File: config.mk
export PLATFORM = sky130hd
export DESIGN_NAME = if_id_stage
export DESIGN_NICKNAME = d
export VERILOG_FILES = /design/src/rtl/if_id_stage.sv
export SDC_FILE = /design/constraint.sdc
export NUM_CORES = 1
export LEC_CHECK = 0
export ABC_CLOCK_PERIOD_IN_PS = 4740
export CAP_MARGIN = 0
export CORE_MARGIN = 2
export CORE_UTILIZATION = 30
export DETAILED_ROUTE_END_ITERATION = 8
export PLACE_DENSITY = 0.58
export SLEW_MARGIN = 20
export SYNTH_ARGS = -nofsm -noshare
export SYNTH_HDL_FRONTEND = slang
export SYNTH_SLANG_ARGS = --single-unit
File: constraint.sdc
create_clock -name clk -period 4.74 [get_ports clk]
set_input_delay 0.948 -clock clk [delete_from_list [all_inputs] [get_ports clk]]
set_output_delay 0.948 -clock clk [all_outputs]
set_load 0.05 [all_outputs]
File: src/rtl/if_id_stage.sv
// ---------------------------------------------------------------------------
// if_id_stage
//
// Instruction-fetch stage and IF/ID pipeline register of a 5-stage MIPS
// pipeline. Owns the program counter, drives the instruction-memory address,
// selects the next PC and latches the fetched word for the decode stage.
//
// Ports:
//   clk            in   1   rising-edge clock
//   rst_n          in   1   asynchronous reset, active low
//   imem_addr      out  32  instruction-memory byte address (the PC register)
//   imem_rdata     in   32  instruction word read combinationally at imem_addr
//   stall          in   1   hold the PC and the IF/ID register
//   branch_taken   in   1   taken branch resolved in ID
//   branch_target  in   32  branch target address
//   jump           in   1   j/jal/jr resolved in ID
//   jump_target    in   32  jump target address
//   exc_redirect   in   1   exception/interrupt: go to EXC_VECTOR and flush
//   halt_req       in   1   enter HALTED at the next clock edge
//   id_instr       out  32  registered instruction for ID
//   id_pc_plus4    out  32  registered PC+4 of id_instr
//   id_valid       out  1   id_instr is a real instruction (0 = bubble)
//   halted         out  1   fetch is halted until reset
// ---------------------------------------------------------------------------
module if_id_stage #(
    parameter logic [31:0] RESET_PC   = 32'h0000_3000,
    parameter logic [31:0] EXC_VECTOR = 32'h0000_4180,
    parameter bit          DELAY_SLOT = 1'b1,
    parameter logic [31:0] NOP_WORD   = 32'h0000_0000
) (
    input  logic        clk,
    input  logic        rst_n,
    output logic [31:0] imem_addr,
    input  logic [31:0] imem_rdata,
    input  logic        stall,
    input  logic        branch_taken,
    input  logic [31:0] branch_target,
    input  logic        jump,
    input  logic [31:0] jump_target,
    input  logic        exc_redirect,
    input  logic        halt_req,
    output logic [31:0] id_instr,
    output logic [31:0] id_pc_plus4,
    output logic        id_valid,
    output logic        halted
);

    // -----------------------------------------------------------------------
    // Types
    // -----------------------------------------------------------------------
    typedef enum logic [0:0] {
        StRun,
        StHalted
    } state_e;

    // Source of the next PC value.
    typedef enum logic [2:0] {
        PcHold,
        PcSeq,
        PcBranch,
        PcJump,
        PcExc
    } pc_sel_e;

    // What the IF/ID register does at the next edge.
    typedef enum logic [1:0] {
        IdHold,
        IdLoad,
        IdBubble
    } id_op_e;

    // -----------------------------------------------------------------------
    // State and datapath registers
    // -----------------------------------------------------------------------
    state_e      state_q, state_d;
    logic [31:0] pc_q, pc_d;
    logic [31:0] id_instr_q, id_instr_d;
    logic [31:0] id_pc_plus4_q, id_pc_plus4_d;
    logic        id_valid_q, id_valid_d;

    pc_sel_e     pc_sel;
    id_op_e      id_op;

    logic [31:0] pc_plus4;
    logic [31:0] branch_aligned;
    logic [31:0] jump_aligned;
    logic        redirect;

    // -----------------------------------------------------------------------
    // FSM: state register
    // -----------------------------------------------------------------------
    always_ff @(posedge clk or negedge rst_n) begin
        if (!rst_n) begin
            state_q <= StRun;
        end else begin
            state_q <= state_d;
        end
    end

    // -----------------------------------------------------------------------
    // FSM: next-state logic
    // -----------------------------------------------------------------------
    always_comb begin
        state_d = state_q;
        unique case (state_q)
            StRun: begin
                // An exception in the same cycle keeps the core running so the
                // handler actually gets fetched.
                if (halt_req && !exc_redirect) begin
                    state_d = StHalted;
                end
            end
            StHalted: begin
                state_d = StHalted;
            end
            default: begin
                state_d = StRun;
            end
        endcase
    end

    // -----------------------------------------------------------------------
    // FSM: output / control decode
    // -----------------------------------------------------------------------
    always_comb begin
        pc_sel = PcSeq;
        id_op  = IdLoad;
        halted = 1'b0;
        // jump and branch are both ignored while stalled, so the redirect only
        // counts when the stall is absent.
        redirect = (jump || branch_taken) && !stall;

        unique case (state_q)
            StRun: begin
                if (exc_redirect) begin
                    pc_sel = PcExc;
                    id_op  = IdBubble;
                end else if (stall) begin
                    pc_sel = PcHold;
                    id_op  = IdHold;
                end else if (jump) begin
                    pc_sel = PcJump;
                    id_op  = DELAY_SLOT ? IdLoad : IdBubble;
                end else if (branch_taken) begin
                    pc_sel = PcBranch;
                    id_op  = DELAY_SLOT ? IdLoad : IdBubble;
                end else begin
                    pc_sel = PcSeq;
                    id_op  = IdLoad;
                end
            end
            StHalted: begin
                pc_sel   = PcHold;
                id_op    = IdBubble;
                halted   = 1'b1;
                redirect = 1'b0;
            end
            default: begin
                pc_sel = PcHold;
                id_op  = IdBubble;
            end
        endcase
    end

    // -----------------------------------------------------------------------
    // Address arithmetic
    // -----------------------------------------------------------------------
    // Targets are word aligned by clearing the two byte-offset bits; the
    // masking form keeps every input bit referenced.
    assign branch_aligned = branch_target & 32'hFFFF_FFFC;
    assign jump_aligned   = jump_target & 32'hFFFF_FFFC;

    // Wraps modulo 2^32: 32'hFFFF_FFFC + 4 = 0.
    assign pc_plus4 = pc_q + 32'd4;

    // -----------------------------------------------------------------------
    // Next-PC and IF/ID next-state
    // -----------------------------------------------------------------------
    always_comb begin
        pc_d = pc_q;
        unique case (pc_sel)
            PcHold:   pc_d = pc_q;
            PcSeq:    pc_d = pc_plus4;
            PcBranch: pc_d = branch_aligned;
            PcJump:   pc_d = jump_aligned;
            PcExc:    pc_d = EXC_VECTOR;
            default:  pc_d = pc_q;
        endcase
    end

    always_comb begin
        id_instr_d    = id_instr_q;
        id_pc_plus4_d = id_pc_plus4_q;
        id_valid_d    = id_valid_q;
        unique case (id_op)
            IdHold: begin
                id_instr_d    = id_instr_q;
                id_pc_plus4_d = id_pc_plus4_q;
                id_valid_d    = id_valid_q;
            end
            IdLoad: begin
                id_instr_d    = imem_rdata;
                id_pc_plus4_d = pc_plus4;
                id_valid_d    = 1'b1;
            end
            IdBubble: begin
                id_instr_d    = NOP_WORD;
                id_pc_plus4_d = 32'd0;
                id_valid_d    = 1'b0;
            end
            default: begin
                id_instr_d    = NOP_WORD;
                id_pc_plus4_d = 32'd0;
                id_valid_d    = 1'b0;
            end
        endcase
    end

    // -----------------------------------------------------------------------
    // Datapath registers
    // -----------------------------------------------------------------------
    always_ff @(posedge clk or negedge rst_n) begin
        if (!rst_n) begin
            pc_q          <= RESET_PC;
            id_instr_q    <= NOP_WORD;
            id_pc_plus4_q <= 32'd0;
            id_valid_q    <= 1'b0;
        end else begin
            pc_q          <= pc_d;
            id_instr_q    <= id_instr_d;
            id_pc_plus4_q <= id_pc_plus4_d;
            id_valid_q    <= id_valid_d;
        end
    end

    // -----------------------------------------------------------------------
    // Outputs: all registered, so nothing combinational reaches id_* or
    // imem_addr from the inputs.
    // -----------------------------------------------------------------------
    assign imem_addr   = pc_q;
    assign id_instr    = id_instr_q;
    assign id_pc_plus4 = id_pc_plus4_q;
    assign id_valid    = id_valid_q;

    // redirect is a decode convenience for the control block; it carries no
    // state of its own.
    logic unused_redirect;
    assign unused_redirect = redirect;

endmodule

==> results of run 1 <==
## cell type report
type | count | area (sq um)
clock inverters | 7 | 96.3
clock buffers | 9 | 225
flip-flops and latches | 94 | 2350
fillers | 1492 | 8530
repair buffers | 201 | 1990
inverters | 7 | 26.3
well taps | 216 | 270
multi-input cells | 339 | 2220
## state kept, by name, indices dropped and copies added (netlist names)
signal / flops
state_q: 1
id_valid: 1
imem_addr: 30
id_pc_plus4: 30
id_instr: 32
## per-layer routing
metal | vias up | share of wire | wire length (um) | global-route usage
met2 | 151 | 0.46 | 7210 | 0.299
met3 | 14 | 0.058 | 904 | 0.0303
met1 | 2220 | 0.47 | 7340 | 0.270
met4 | 0 | 0.013 | 196 | 0.0563
li1 | 2130 | - | - | -
met5 | - | 0 | 0 | 0
## cell families after synthesis
family                   after synthesis  share of synthesized area
AO/OA/AOI/OAI                        157                      0.232
AND/OR/NAND/NOR                      143                      0.159
flip-flops                            94                      0.493
buffers and inverters                 53                     0.0482
XOR/XNOR                              26                     0.0477
multiplexers                           8                     0.0168
adder cells (fa/ha/maj)                1                    0.00262
other                                  1                   0.000785
## report_power, final
part | switching (uW) | total, uW | internal [uW]
clock network | 322 | 788 | 465
logic | 300 | 516 | 216
registers | 91.4 | 930 | 839
## placed cells by master, fill, tap and decap left out, types with 2 or more instances in the layout
master                            instances
sky130_fd_sc_hd__a2bb2oi_1                3
sky130_fd_sc_hd__buf_4                    9
sky130_fd_sc_hd__nand3_1                 24
sky130_fd_sc_hd__and4_1                   6
sky130_fd_sc_hd__xor2_1                  13
sky130_fd_sc_hd__mux2i_1                  8
sky130_fd_sc_hd__xnor2_1                 13
sky130_fd_sc_hd__clkinv_2                 2
sky130_fd_sc_hd__a31oi_1                  7
sky130_fd_sc_hd__a222oi_1                12
sky130_fd_sc_hd__o21a_1                   6
sky130_fd_sc_hd__nor4_1                   4
sky130_fd_sc_hd__nand4_1                 14
sky130_fd_sc_hd__conb_1                   4
sky130_fd_sc_hd__and2_1                   4
sky130_fd_sc_hd__dfstp_2                  2
sky130_fd_sc_hd__nor3_1                   5
sky130_fd_sc_hd__clkdlybuf4s50_1        191
sky130_fd_sc_hd__or3_1                    4
sky130_fd_sc_hd__a211oi_1                 2
sky130_fd_sc_hd__and3_1                   4
sky130_fd_sc_hd__clkbuf_16                9
sky130_fd_sc_hd__a21o_1                   3
sky130_fd_sc_hd__o21ai_0                 47
sky130_fd_sc_hd__inv_6                    2
sky130_fd_sc_hd__or4_1                    2
sky130_fd_sc_hd__nor2_1                  18
sky130_fd_sc_hd__a22oi_1                  6
sky130_fd_sc_hd__a21oi_1                 17
sky130_fd_sc_hd__dfrtp_1                 92
sky130_fd_sc_hd__nand2_1                 49
sky130_fd_sc_hd__a221o_1                  3
sky130_fd_sc_hd__a221oi_1                 6
sky130_fd_sc_hd__bufinv_16                2
sky130_fd_sc_hd__inv_1                    7
sky130_fd_sc_hd__a22o_1                  34
sky130_fd_sc_hd__o22a_1                   4
## worst min-delay path, delay by kind of cell, from the launching register on
| kind | cells | cell delay [ps] |
|---|---|---|
| AOI/OAI and AO/OA | 1 | 60 |
| DFF | 1 | 340 |
| and+or+nand+nor | 1 | 50 |
## stage by stage
step	hold WS [ps]	instance area (sq um)
after floorplan	616	4790
after global placement	463	6860
after detailed placement	473	6860
after CTS	489	7180
after global routing	521	7180
final	478	7180
## path summary, 6_finish.rpt
path | start | endpoint | cells past startpoint
max | exc_redirect | imem_addr[24] | 7
min | id_pc_plus4[14] | id_pc_plus4[14] | 2
max reg2reg | imem_addr[2] | imem_addr[26] | 5
min reg2reg | id_pc_plus4[14] | id_pc_plus4[14] | 2
max in group asynchronous | rst_n | id_pc_plus4[30] | 2
min in group asynchronous | rst_n | id_pc_plus4[16] | 1
==> results_tabular.tex, run 1 <==
\begin{tabular}{lr}
\hline
Metric & Value \\
\hline
\multicolumn{2}{l}{\textbf{Worst setup path}} \\
\quad Category of the most critical setup path & input pin to flip-flop \\
\quad Cell chain of the critical path & clkdlybuf4s50\_1, inv\_1, a21o\_1, buf\_4, nor2\_1, mux2i\_1, o21ai\_0 \\
\quad Crit path max fanout & 31 \\
\quad WP data required & 4950 ps \\
\quad Worst setup EP type & flip-flop \\
\quad WP buf/inv & 3 \\
\quad Flop2flop setup slack & 2370 ps \\
\quad Kind of cell adding the most delay to the critical path & buffers and inverters \\
\quad Crit start category & input pin \\
\quad Slowest cell on the critical path & sky130\_fd\_sc\_hd\_\_a21o\_1 \\
\quad Crit-path max cell delay & 830 ps \\
\quad Crit path DAT & 3180 ps \\
\multicolumn{2}{l}{\textbf{Pwr}} \\
\quad Leakage power & 0.00283 uW \\
\quad Power, Total & 2230 uW \\
\quad Pwr dens & 311 mW/mm\^{}2 \\
\quad Maximum resistive drop on vdd & 0.169 mV \\
\multicolumn{2}{l}{\textbf{Clock tree}} \\
\quad Clock slew at reported path FFs & 70 ps \\
\quad Clock network latency to the later pin of the worst-skew pair & 340 ps \\
\quad Clock buffers created by TritonCTS & 9 \\
\quad Hold-fix buffer count after cts & 0 \\
\quad Clock tree from TritonCTS & built \\
\quad Post-CTS Setup Bufs & 0 \\
\quad Clock H-tree levels & 3 \\
\quad Resized cells post-CTS & 0 \\
\quad Buffer depth of the longest clock path & 2 \\
\quad Sinks on Clock Net & 94 \\
\quad Root buffer selected by CTS & sky130\_fd\_sc\_hd\_\_clkbuf\_16 \\
\multicolumn{2}{l}{\textbf{Placed design}} \\
\quad Worst setup slack after placement & 1410 ps \\
\quad Placed instance count & 857 \\
\quad Port bufs & 192 \\
\quad Placed wire-length estimate & 11400 um \\
\quad Gp weighted congestion & 0.782 \\
\multicolumn{2}{l}{\textbf{Final layout}} \\
\quad Non-filler cells, final & 873 \\
\quad Post-synthesis to final-layout area growth & 50.3\% \\
\quad Final net count & 756 \\
\quad Number of antenna repair diodes & 0 \\
\quad Fraction of layout instances using a drive strength above 1 & 0.0578 \\
\quad Post-Route Utilization & 0.457 \\
\multicolumn{2}{l}{\textbf{Synthesis}} \\
\quad Most used standard cell by instance count after synthesis & sky130\_fd\_sc\_hd\_\_dfrtp\_1 \\
\quad Register area share after synthesis & 0.493 \\
\quad Portion of synthesized cell area occupied by the leading cell type & 0.482 \\
\quad Synth area leader & sky130\_fd\_sc\_hd\_\_dfrtp\_1 \\
\quad Synthesized area divided by synthesized cell count & 9.89 sq um \\
\quad Cell area after technology mapping & 0.00478 sq mm \\
\quad Number of warning messages in the yosys log & 0 \\
\quad Number of library cell types mapped by synthesis & 52 \\
\quad Post-synth top flop & sky130\_fd\_sc\_hd\_\_dfrtp\_1 \\
\quad Leading post-synthesis cells by instance count & sky130\_fd\_sc\_hd\_\_dfrtp\_1 (92), sky130\_fd\_sc\_hd\_\_nand2\_1 (49), sky130\_fd\_sc\_hd\_\_o21ai\_0 (47), sky130\_fd\_sc\_hd\_\_a22o\_1 (34), sky130\_fd\_sc\_hd\_\_clkbuf\_1 (28) \\
\quad Gate Count Post-Synth & a little under 500 \\
\quad Post-synth ARST share & 1.00 \\
\quad Number of enable flip-flop cells after synthesis & 0 \\
\quad Top area cells in the synthesized netlist & sky130\_fd\_sc\_hd\_\_dfrtp\_1 (48\%), sky130\_fd\_sc\_hd\_\_a22o\_1 (6.2\%), sky130\_fd\_sc\_hd\_\_o21ai\_0 (4.9\%) \\
\quad Post-synthesis register bit count & 94 \\
\multicolumn{2}{l}{\textbf{Timing}} \\
\quad Final setup violation count & 0 \\
\quad Worst slew pin tran & roughly 1000 ps \\
\quad Maximum operating frequency & 337 MHz \\
\quad Setup ws final & 1770 ps \\
\quad Time the worst path needs with I/O delays and setup & 2970 ps \\
\quad Relative slew slack & 0.302 \\
\quad Unrepaired setup endpoints after global routing & no \\
\quad Share of the clock period used by the worst path after layout & 0.627 \\
\quad Hold Vio Cnt, Final & 0 \\
\quad Number of slew-limit violations in the final report & 0 \\
\quad Setup TNS & 0 ps \\
\quad Maximum clock skew at final layout & 6.86 ps \\
\multicolumn{2}{l}{\textbf{GRT}} \\
\quad Total global routing overflow & 0 \\
\quad Total Routing Usage GR & 0.190 \\
\quad Wire length of the first global-routing pass & between 20000 and 30000 um \\
\quad Pin count of the biggest net entering global routing & 75 \\
\quad Number of antenna violations at the first check in global routing & 0 \\
\quad Via count of the first global-routing pass & 4537 \\
\multicolumn{2}{l}{\textbf{Detailed routing}} \\
\quad Routed len/inst & 17.9 um \\
\quad Remaining antenna violation count & 0 \\
\quad Total vias in the final route & 4515 \\
\quad DRT Pass-1 Iters & 5 \\
\quad Post-detailed-route DRC marker count & 0 \\
\quad Routed WL & 15700 um \\
\quad Violation count after the first detailed-routing iteration & 352 \\
\quad Vias per cell & 5.17 \\
\multicolumn{2}{l}{\textbf{Floorplan}} \\
\quad Y dimension of the die & 130 um \\
\quad Io pins & 201 \\
\quad Chip width & 130 um \\
\quad FP Rows & 46 \\
\quad Area of the die & 0.0169 sq mm \\
\quad Initial Util & 0.304 \\
\quad Std-Cell Core Area & 0.0157 sq mm \\
\multicolumn{2}{l}{\textbf{Outcome}} \\
\quad Result of the run & complete, no violations \\
\multicolumn{2}{l}{\textbf{Job}} \\
\quad Total of max-cap violations & 0 \\
\multicolumn{2}{l}{\textbf{Worst hold path}} \\
\quad Class of the worst hold path & flip-flop to flip-flop \\
\hline
\end{tabular}
Note: power is estimated with default switching activity, not from simulation.
==> inputs of run 2 (changes only) <==
--- a/config.mk
+++ b/config.mk
@@ -5,7 +5,7 @@
 export SDC_FILE = /design/constraint.sdc
 export NUM_CORES = 1
 export LEC_CHECK = 0
-export ABC_CLOCK_PERIOD_IN_PS = 4740
+export ABC_CLOCK_PERIOD_IN_PS = 3040
 export CAP_MARGIN = 0
 export CORE_MARGIN = 2
 export CORE_UTILIZATION = 30
==> constraint.sdc (replaced) <==
create_clock -name clk -period 3.04 [get_ports clk]
set_input_delay 0.608 -clock clk [delete_from_list [all_inputs] [get_ports clk]]
set_output_delay 0.608 -clock clk [all_outputs]
set_load 0.05 [all_outputs]
==> results_tabular.tex, run 2 (same netlist as run 1, synthesis figures left out) <==
\begin{tabular}{lr}
\hline
Metric & Value \\
\hline
\multicolumn{2}{l}{\textbf{Final layout}} \\
\quad Most used cells in the layout excluding fill and tap cells & sky130\_fd\_sc\_hd\_\_clkdlybuf4s50\_1 (191), sky130\_fd\_sc\_hd\_\_dfrtp\_1 (92), sky130\_fd\_sc\_hd\_\_nand2\_1 (49), sky130\_fd\_sc\_hd\_\_o21ai\_0 (47), sky130\_fd\_sc\_hd\_\_a22o\_1 (34) \\
\quad Final net count & 761 (+0.66\%) \\
\quad Most common cell after layout, fill and taps aside & sky130\_fd\_sc\_hd\_\_clkdlybuf4s50\_1 \\
\quad Number of flip-flops in the largest register & 32 (unchanged) \\
\quad Post-synthesis to final-layout area growth & 51.6\% \\
\quad Number of fill cells in the layout & 1470 (-1.5\%) \\
\quad Number of antenna repair diodes & 0 (unchanged) \\
\quad FF/Latch Area & 0.00235 sq mm (unchanged) \\
\quad Fraction of layout instances using a drive strength above 1 & 0.0650 (+0.00712) \\
\quad Area taken by multi-input logic gates & 0.00222 sq mm (unchanged) \\
\multicolumn{2}{l}{\textbf{Floorplan}} \\
\quad Y dimension of the die & 130 um (unchanged) \\
\quad Area of the die & 0.0169 sq mm (unchanged) \\
\quad Chip width & 130 um (unchanged) \\
\quad FP Rows & 46 (unchanged) \\
\quad Initial Util & 0.304 (unchanged) \\
\quad Std-Cell Core Area & 0.0157 sq mm (unchanged) \\
\quad Io pins & 201 (unchanged) \\
\multicolumn{2}{l}{\textbf{Timing}} \\
\quad Hold Vio Cnt, Final & 0 (unchanged) \\
\quad Relative slew slack & 0.606 (+0.304) \\
\quad Share of the clock period used by the worst path after layout & 0.800 \\
\quad Maximum operating frequency & 411 MHz \\
\quad Worst hold-check slack & 256 ps (-222 ps) \\
\quad Time the worst path needs with I/O delays and setup & around 2400 ps \\
\quad Maximum clock skew at final layout & 10.7 ps (+3.88 ps) \\
\quad Final setup violation count & 0 (unchanged) \\
\quad Number of slew-limit violations in the final report & 0 (unchanged) \\
\quad Setup TNS & 0 ps (unchanged) \\
\quad Unrepaired setup endpoints after global routing & no \\
\quad Worst slew pin tran & 586 ps (-461 ps) \\
\multicolumn{2}{l}{\textbf{Clock tree}} \\
\quad Sinks on Clock Net & 94 (unchanged) \\
\quad Root buffer selected by CTS & sky130\_fd\_sc\_hd\_\_clkbuf\_16 \\
\quad Clock H-tree levels & 3 (unchanged) \\
\quad Post-CTS Setup Bufs & 0 (unchanged) \\
\quad Clock slew at reported path FFs & 70 ps (about the same) \\
\quad Clock network latency to the later pin of the worst-skew pair & 350 ps (about the same) \\
\quad Hold-fix buffer count after cts & 0 (unchanged) \\
\quad Buffer depth of the longest clock path & 2 (unchanged) \\
\quad Clock tree from TritonCTS & built \\
\quad Clock buffers created by TritonCTS & 9 (unchanged) \\
\quad Resized cells post-CTS & 0 (unchanged) \\
\multicolumn{2}{l}{\textbf{GRT}} \\
\quad Pin count of the biggest net entering global routing & 53 (-29\%) \\
\quad Total global routing overflow & 0 (unchanged) \\
\quad Number of antenna violations at the first check in global routing & 0 (unchanged) \\
\quad Wire length of the first global-routing pass & 24000 um (-3.9\%) \\
\quad Total Routing Usage GR & 0.185 (-0.00504) \\
\quad Via count of the first global-routing pass & 4384 (-3.4\%) \\
\multicolumn{2}{l}{\textbf{Detailed routing}} \\
\quad Post-detailed-route DRC marker count & 0 (unchanged) \\
\quad DRT Pass-1 Iters & 5 (unchanged) \\
\quad Routed len/inst & 18.0 um (+0.46\%) \\
\quad Routed WL & 15800 um (+1.0\%) \\
\quad Total vias in the final route & 4591 (+1.7\%) \\
\quad Violation count after the first detailed-routing iteration & 349 (-0.85\%) \\
\quad Remaining antenna violation count & 0 (unchanged) \\
\quad Vias per cell & 5.23 (+1.1\%) \\
\multicolumn{2}{l}{\textbf{Pwr}} \\
\quad Maximum resistive drop on vdd & 0.406 mV (+140\%) \\
\quad Pwr dens & 484 mW/mm\^{}2 (+56\%) \\
\quad Leakage power & 0.00287 uW (+1.1\%) \\
\multicolumn{2}{l}{\textbf{Worst setup path}} \\
\quad Flop2flop setup slack & 820 ps (-1550 ps) \\
\quad Cell chain of the critical path & clkdlybuf4s50\_1 \\
\quad Slowest cell on the critical path & sky130\_fd\_sc\_hd\_\_clkdlybuf4s50\_1 \\
\quad Kind of cell adding the most delay to the critical path & buffers and inverters \\
\quad Worst setup EP type & primary output \\
\quad Crit-path max cell delay & 890 ps (+60 ps) \\
\quad Crit start category & flip-flop \\
\quad Category of the most critical setup path & flip-flop to primary output \\
\quad WP data required & 2430 ps (-2520 ps) \\
\quad Worst flop-to-flop path endpoint & imem\_addr[20] \\
\quad Crit path max fanout & 11 (-65\%) \\
\quad WP buf/inv & 1 (-2) \\
\quad Worst reg-to-reg path cell count & 6 (+1) \\
\quad Beginning of the worst register-to-register path & imem\_addr[2] \\
\quad Crit path DAT & 1820 ps (-1360 ps) \\
\multicolumn{2}{l}{\textbf{Worst hold path}} \\
\quad Class of the worst hold path & input pin to asynchronous set/reset pin \\
\multicolumn{2}{l}{\textbf{Placed design}} \\
\quad Gp weighted congestion & 0.791 (+1.2\%) \\
\quad Placed wire-length estimate & 11300 um (-1.0\%) \\
\quad Port bufs & 192 (unchanged) \\
\multicolumn{2}{l}{\textbf{Job}} \\
\quad Total of max-cap violations & 0 (unchanged) \\
\multicolumn{2}{l}{\textbf{Outcome}} \\
\quad Result of the run & complete, no violations \\
\hline
\end{tabular}
==> run 2: cell types whose count changed in the layout (fill, tap and decap cells not counted) <==
cell,delta
sky130_fd_sc_hd__buf_4,+4
sky130_fd_sc_hd__buf_12,+2
sky130_fd_sc_hd__clkinvlp_4,+2
sky130_fd_sc_hd__inv_6,-2
sky130_fd_sc_hd__buf_6,-1
sky130_fd_sc_hd__clkbuf_8,+1
sky130_fd_sc_hd__clkinv_4,-1
==> run 2: layout make-up <==
type | instances | area share
Sequential cell | 94 | 0.325
Multi-Input combinational cell | 339 | 0.306
Timing Repair Buffer | 206 | 0.283
Tap cell | 216 | 0.0373
Clock buffer | 10 | 0.0330
Clock inverter | 6 | 0.0117
Inverter | 7 | 0.00363
==> run 2: worst max-delay path by stage <==
| stage | depth (start not counted) | start | endpoint | slack (ps) |
|---|---|---|---|---|
| floorplan | 6 | imem_addr[6] | id_pc_plus4[15] | 890 |
| global placement | 6 | exc_redirect | imem_addr[12] | 430 |
| detailed placement | 6 | exc_redirect | imem_addr[12] | 400 |
| CTS | 1 | imem_addr[6] | imem_addr[6] | 590 |
| global route | 1 | imem_addr[9] | imem_addr[9] | 560 |
| finish | 1 | state_q | halted | 610 |
==> run 2: report_power, final <==
part	leakage [uW]	total, uW	switching [uW]	internal (uW)
clock	0.000154	1240	499	740
combinational	0.00152	822	476	346
sequential	0.00119	1450	138	1310
total	0.00287	3510	1110	2390
==> run 2: layer usage <==
metal / vias to the layer above / share of wire / global-route usage
met3: 14 / 0.061 / 0.0324
met5: - / 0 / 0
li1: 2146 / - / -
met2: 162 / 0.48 / 0.298
met4: 0 / 0.011 / 0.0563
met1: 2269 / 0.45 / 0.255
==> run 2: through the flow <==
stage | util | std cells | worst slack [ps] | total power (uW) | area [sq um]
floorplan | - | 486 | 894 | 1920 | 4790
global placement | 0.440 | 862 | 427 | 2280 | 6920
detailed placement | 0.440 | 862 | 402 | 2290 | 6920
CTS | 0.461 | 878 | 589 | 3540 | 7240
global route | 0.461 | 878 | 558 | 3660 | 7240
finish | 0.461 | 878 | 608 | 3510 | 7240
==> inputs of run 3 (changes only) <==
--- a/config.mk
+++ b/config.mk
@@ -5,12 +5,12 @@
 export SDC_FILE = /design/constraint.sdc
 export NUM_CORES = 1
 export LEC_CHECK = 0
-export ABC_CLOCK_PERIOD_IN_PS = 3040
+export ABC_CLOCK_PERIOD_IN_PS = 2200
 export CAP_MARGIN = 0
 export CORE_MARGIN = 2
 export CORE_UTILIZATION = 30
 export DETAILED_ROUTE_END_ITERATION = 8
-export PLACE_DENSITY = 0.58
+export PLACE_DENSITY = 0.6
 export SLEW_MARGIN = 20
 export SYNTH_ARGS = -nofsm -noshare
 export SYNTH_HDL_FRONTEND = slang
==> constraint.sdc (replaced) <==
create_clock -name clk -period 2.2 [get_ports clk]
set_input_delay 0.44 -clock clk [delete_from_list [all_inputs] [get_ports clk]]
set_output_delay 0.44 -clock clk [all_outputs]
set_load 0.05 [all_outputs]
==> results_tabular.tex, run 3 (same netlist as run 1, synthesis figures left out) <==
\begin{tabular}{lr}
\hline
Metric & Value \\
\hline
\multicolumn{2}{l}{\textbf{Pwr}} \\
\quad Power, Total & 4630 uW (+32\%) \\
\quad Share of total power in combinational logic & 0.262 (+0.028) \\
\quad Leakage power & 0.00304 uW (+6.1\%) \\
\quad Maximum resistive drop on vdd & 0.371 mV (-8.8\%) \\
\quad Seq pwr share & 0.424 (+0.012) \\
\quad P\_sw & 1560 uW (+40\%) \\
\quad Portion of total power attributed to the clock network & 0.313 (-0.040) \\
\quad Net switching fraction of the power & 0.336 (+0.0190) \\
\quad Internal power & 3070 uW (+28\%) \\
\quad Pwr dens & 616 mW/mm\^{}2 (+27\%) \\
\multicolumn{2}{l}{\textbf{Detailed routing}} \\
\quad Remaining antenna violation count & 0 (unchanged) \\
\quad Total vias in the final route & 4762 (+3.7\%) \\
\quad Vias per cell & 5.20 (-0.47\%) \\
\quad Violation count after the first detailed-routing iteration & 316 (-9.5\%) \\
\quad Routed WL & 16800 um (+6.3\%) \\
\quad DRT Pass-1 Iters & 6 (+1) \\
\quad Post-detailed-route DRC marker count & 0 (unchanged) \\
\quad Routed len/inst & 18.4 um (+2.0\%) \\
\multicolumn{2}{l}{\textbf{Worst setup path}} \\
\quad Crit path DAT & 1680 ps (-140 ps) \\
\quad Crit-path max cell delay & 870 ps (-20 ps) \\
\quad WP buf/inv & 1 (unchanged) \\
\quad Cell chain of the critical path & clkdlybuf4s50\_1 \\
\quad Worst setup EP type & primary output \\
\quad Crit. path cell count & 1 (unchanged) \\
\quad Crit path max fanout & 7 (-4) \\
\quad Slowest cell on the critical path & sky130\_fd\_sc\_hd\_\_clkdlybuf4s50\_1 \\
\quad Worst reg-to-reg path cell count & 5 (-1) \\
\quad Category of the most critical setup path & flip-flop to primary output \\
\quad WP data required & 1760 ps (-670 ps) \\
\quad Kind of cell adding the most delay to the critical path & buffers and inverters \\
\quad Crit start category & flip-flop \\
\multicolumn{2}{l}{\textbf{Final layout}} \\
\quad Most used cells in the layout excluding fill and tap cells & sky130\_fd\_sc\_hd\_\_clkdlybuf4s50\_1 (174), sky130\_fd\_sc\_hd\_\_dfrtp\_1 (92), sky130\_fd\_sc\_hd\_\_buf\_4 (56), sky130\_fd\_sc\_hd\_\_nand2\_1 (49), sky130\_fd\_sc\_hd\_\_o21ai\_0 (47) \\
\quad Most common cell after layout, fill and taps aside & sky130\_fd\_sc\_hd\_\_clkdlybuf4s50\_1 \\
\quad Number of antenna repair diodes & 0 (unchanged) \\
\quad Post-route cell area & 0.00751 sq mm (+3.7\%) \\
\quad Fraction of layout instances using a drive strength above 1 & 0.130 (+0.0652) \\
\quad Post-synthesis to final-layout area growth & 57.3\% \\
\quad Final net count & 798 (+4.9\%) \\
\quad Number of flip-flops in the largest register & 32 (unchanged) \\
\multicolumn{2}{l}{\textbf{Timing}} \\
\quad Setup ws final & 77.1 ps (-530 ps) \\
\quad Share of the clock period used by the worst path after layout & 0.965 \\
\quad Final setup violation count & 0 (unchanged) \\
\quad Maximum operating frequency & 471 MHz \\
\quad Unrepaired setup endpoints after global routing & no \\
\quad Worst slew pin tran & 593 ps (+6.40 ps) \\
\quad Time the worst path needs with I/O delays and setup & 2120 ps \\
\quad Maximum clock skew at final layout & 10.7 ps (-0.0443 ps) \\
\quad Relative slew slack & 0.603 (-0.00212) \\
\quad Number of slew-limit violations in the final report & 0 (unchanged) \\
\quad Hold Vio Cnt, Final & 0 (unchanged) \\
\multicolumn{2}{l}{\textbf{GRT}} \\
\quad Via count of the first global-routing pass & 4758 (+8.5\%) \\
\quad Number of antenna violations at the first check in global routing & 0 (unchanged) \\
\quad Grt met3 use & 0.0410 (+0.00861) \\
\quad GR Layer Usage met2 & 0.328 (+0.0302) \\
\quad Pin count of the biggest net entering global routing & 40 (-25\%) \\
\quad Total global routing overflow & 0 (unchanged) \\
\quad Wire length of the first global-routing pass & 26100 um (+8.7\%) \\
\quad Total Routing Usage GR & 0.201 (+0.0162) \\
\quad Gr busiest metal & met2 \\
\quad Met1 demand-to-capacity share in global routing & 0.267 (+0.0121) \\
\multicolumn{2}{l}{\textbf{Worst hold path}} \\
\quad Class of the worst hold path & input pin to asynchronous set/reset pin \\
\multicolumn{2}{l}{\textbf{Floorplan}} \\
\quad Y dimension of the die & 130 um (unchanged) \\
\quad Std-Cell Core Area & 0.0157 sq mm (unchanged) \\
\quad FP Rows & 46 (unchanged) \\
\quad Initial Util & 0.304 (unchanged) \\
\quad Chip width & 130 um (unchanged) \\
\quad Area of the die & 0.0169 sq mm (unchanged) \\
\quad Io pins & 201 (unchanged) \\
\multicolumn{2}{l}{\textbf{Clock tree}} \\
\quad Clock network latency to the later pin of the worst-skew pair & 350 ps (about the same) \\
\quad Clock tree from TritonCTS & built \\
\quad Clock H-tree levels & 3 (unchanged) \\
\quad Clock slew at reported path FFs & 70 ps (about the same) \\
\quad Sinks on Clock Net & 94 (unchanged) \\
\quad Root buffer selected by CTS & sky130\_fd\_sc\_hd\_\_clkbuf\_16 \\
\quad Clock buffers created by TritonCTS & 9 (unchanged) \\
\quad Hold-fix buffer count after cts & 0 (unchanged) \\
\quad Buffer depth of the longest clock path & 2 (unchanged) \\
\multicolumn{2}{l}{\textbf{Placed design}} \\
\quad Gp weighted congestion & 0.842 (+6.5\%) \\
\quad Placed wire-length estimate & 12700 um (+13\%) \\
\quad Worst setup slack after placement & -175 ps (-577 ps) \\
\quad Instance area at placement & 0.00723 sq mm (+4.5\%) \\
\quad Port bufs & 192 (unchanged) \\
\multicolumn{2}{l}{\textbf{Job}} \\
\quad Total of max-cap violations & 0 (unchanged) \\
\multicolumn{2}{l}{\textbf{Outcome}} \\
\quad Result of the run & complete, no violations \\
\hline
\end{tabular}
-- run 3: final timing paths --
check                                start              end  slack [ps]
max                          imem_addr[16]    imem_addr[16]          80
min in group clk           id_pc_plus4[20]  id_pc_plus4[20]         480
max reg2reg                  imem_addr[13]    imem_addr[31]         220
min                                  rst_n  id_pc_plus4[13]          40
min reg2reg                id_pc_plus4[20]  id_pc_plus4[20]         480
max in group asynchronous            rst_n     id_instr[18]        1520
-- run 3: what timing repair did --
item	in CTS	in global routing
setup buffers	0	0
setup endpoints to repair	1	6
resized for setup	1	6
-- run 3: power by group through the flow --
| stage | combinational, uW | clock (uW) | sequential [uW] |
|---|---|---|---|
| after floorplan | 441 | 0 | 2210 |
| after global placement | 1200 | 0 | 1990 |
| after detailed placement | 1220 | 0 | 1990 |
| after CTS | 1220 | 1490 | 1960 |
| after global routing | 1290 | 1570 | 1980 |
| final | 1210 | 1450 | 1960 |
-- run 3: final cells by class --
cell class,count,area [sq um]
clock buffers,10,229
inverters,7,26.3
repair buffers,243,2370
multi-input cells,339,2220
flip-flops and latches,94,2350
clock inverters,6,38.8
well taps,216,270
fillers,1477,8200
-- run 3: per-stage QoR --
step	util	hold slack (ps)	std cells	setup TNS, ps
final	0.478	44.8	915	0
after global routing	0.478	78.7	915	0
after CTS	0.477	63.0	915	0
after detailed placement	0.460	444	899	-1720
after global placement	0.460	440	899	-701
after floorplan	-	144	486	0
-- run 3: layer usage --
layer  share of wire  up-vias
li1                -     2219
met1            0.44     2337
met4           0.012        0
met5               0        -
met3           0.071       19
met2            0.48      187
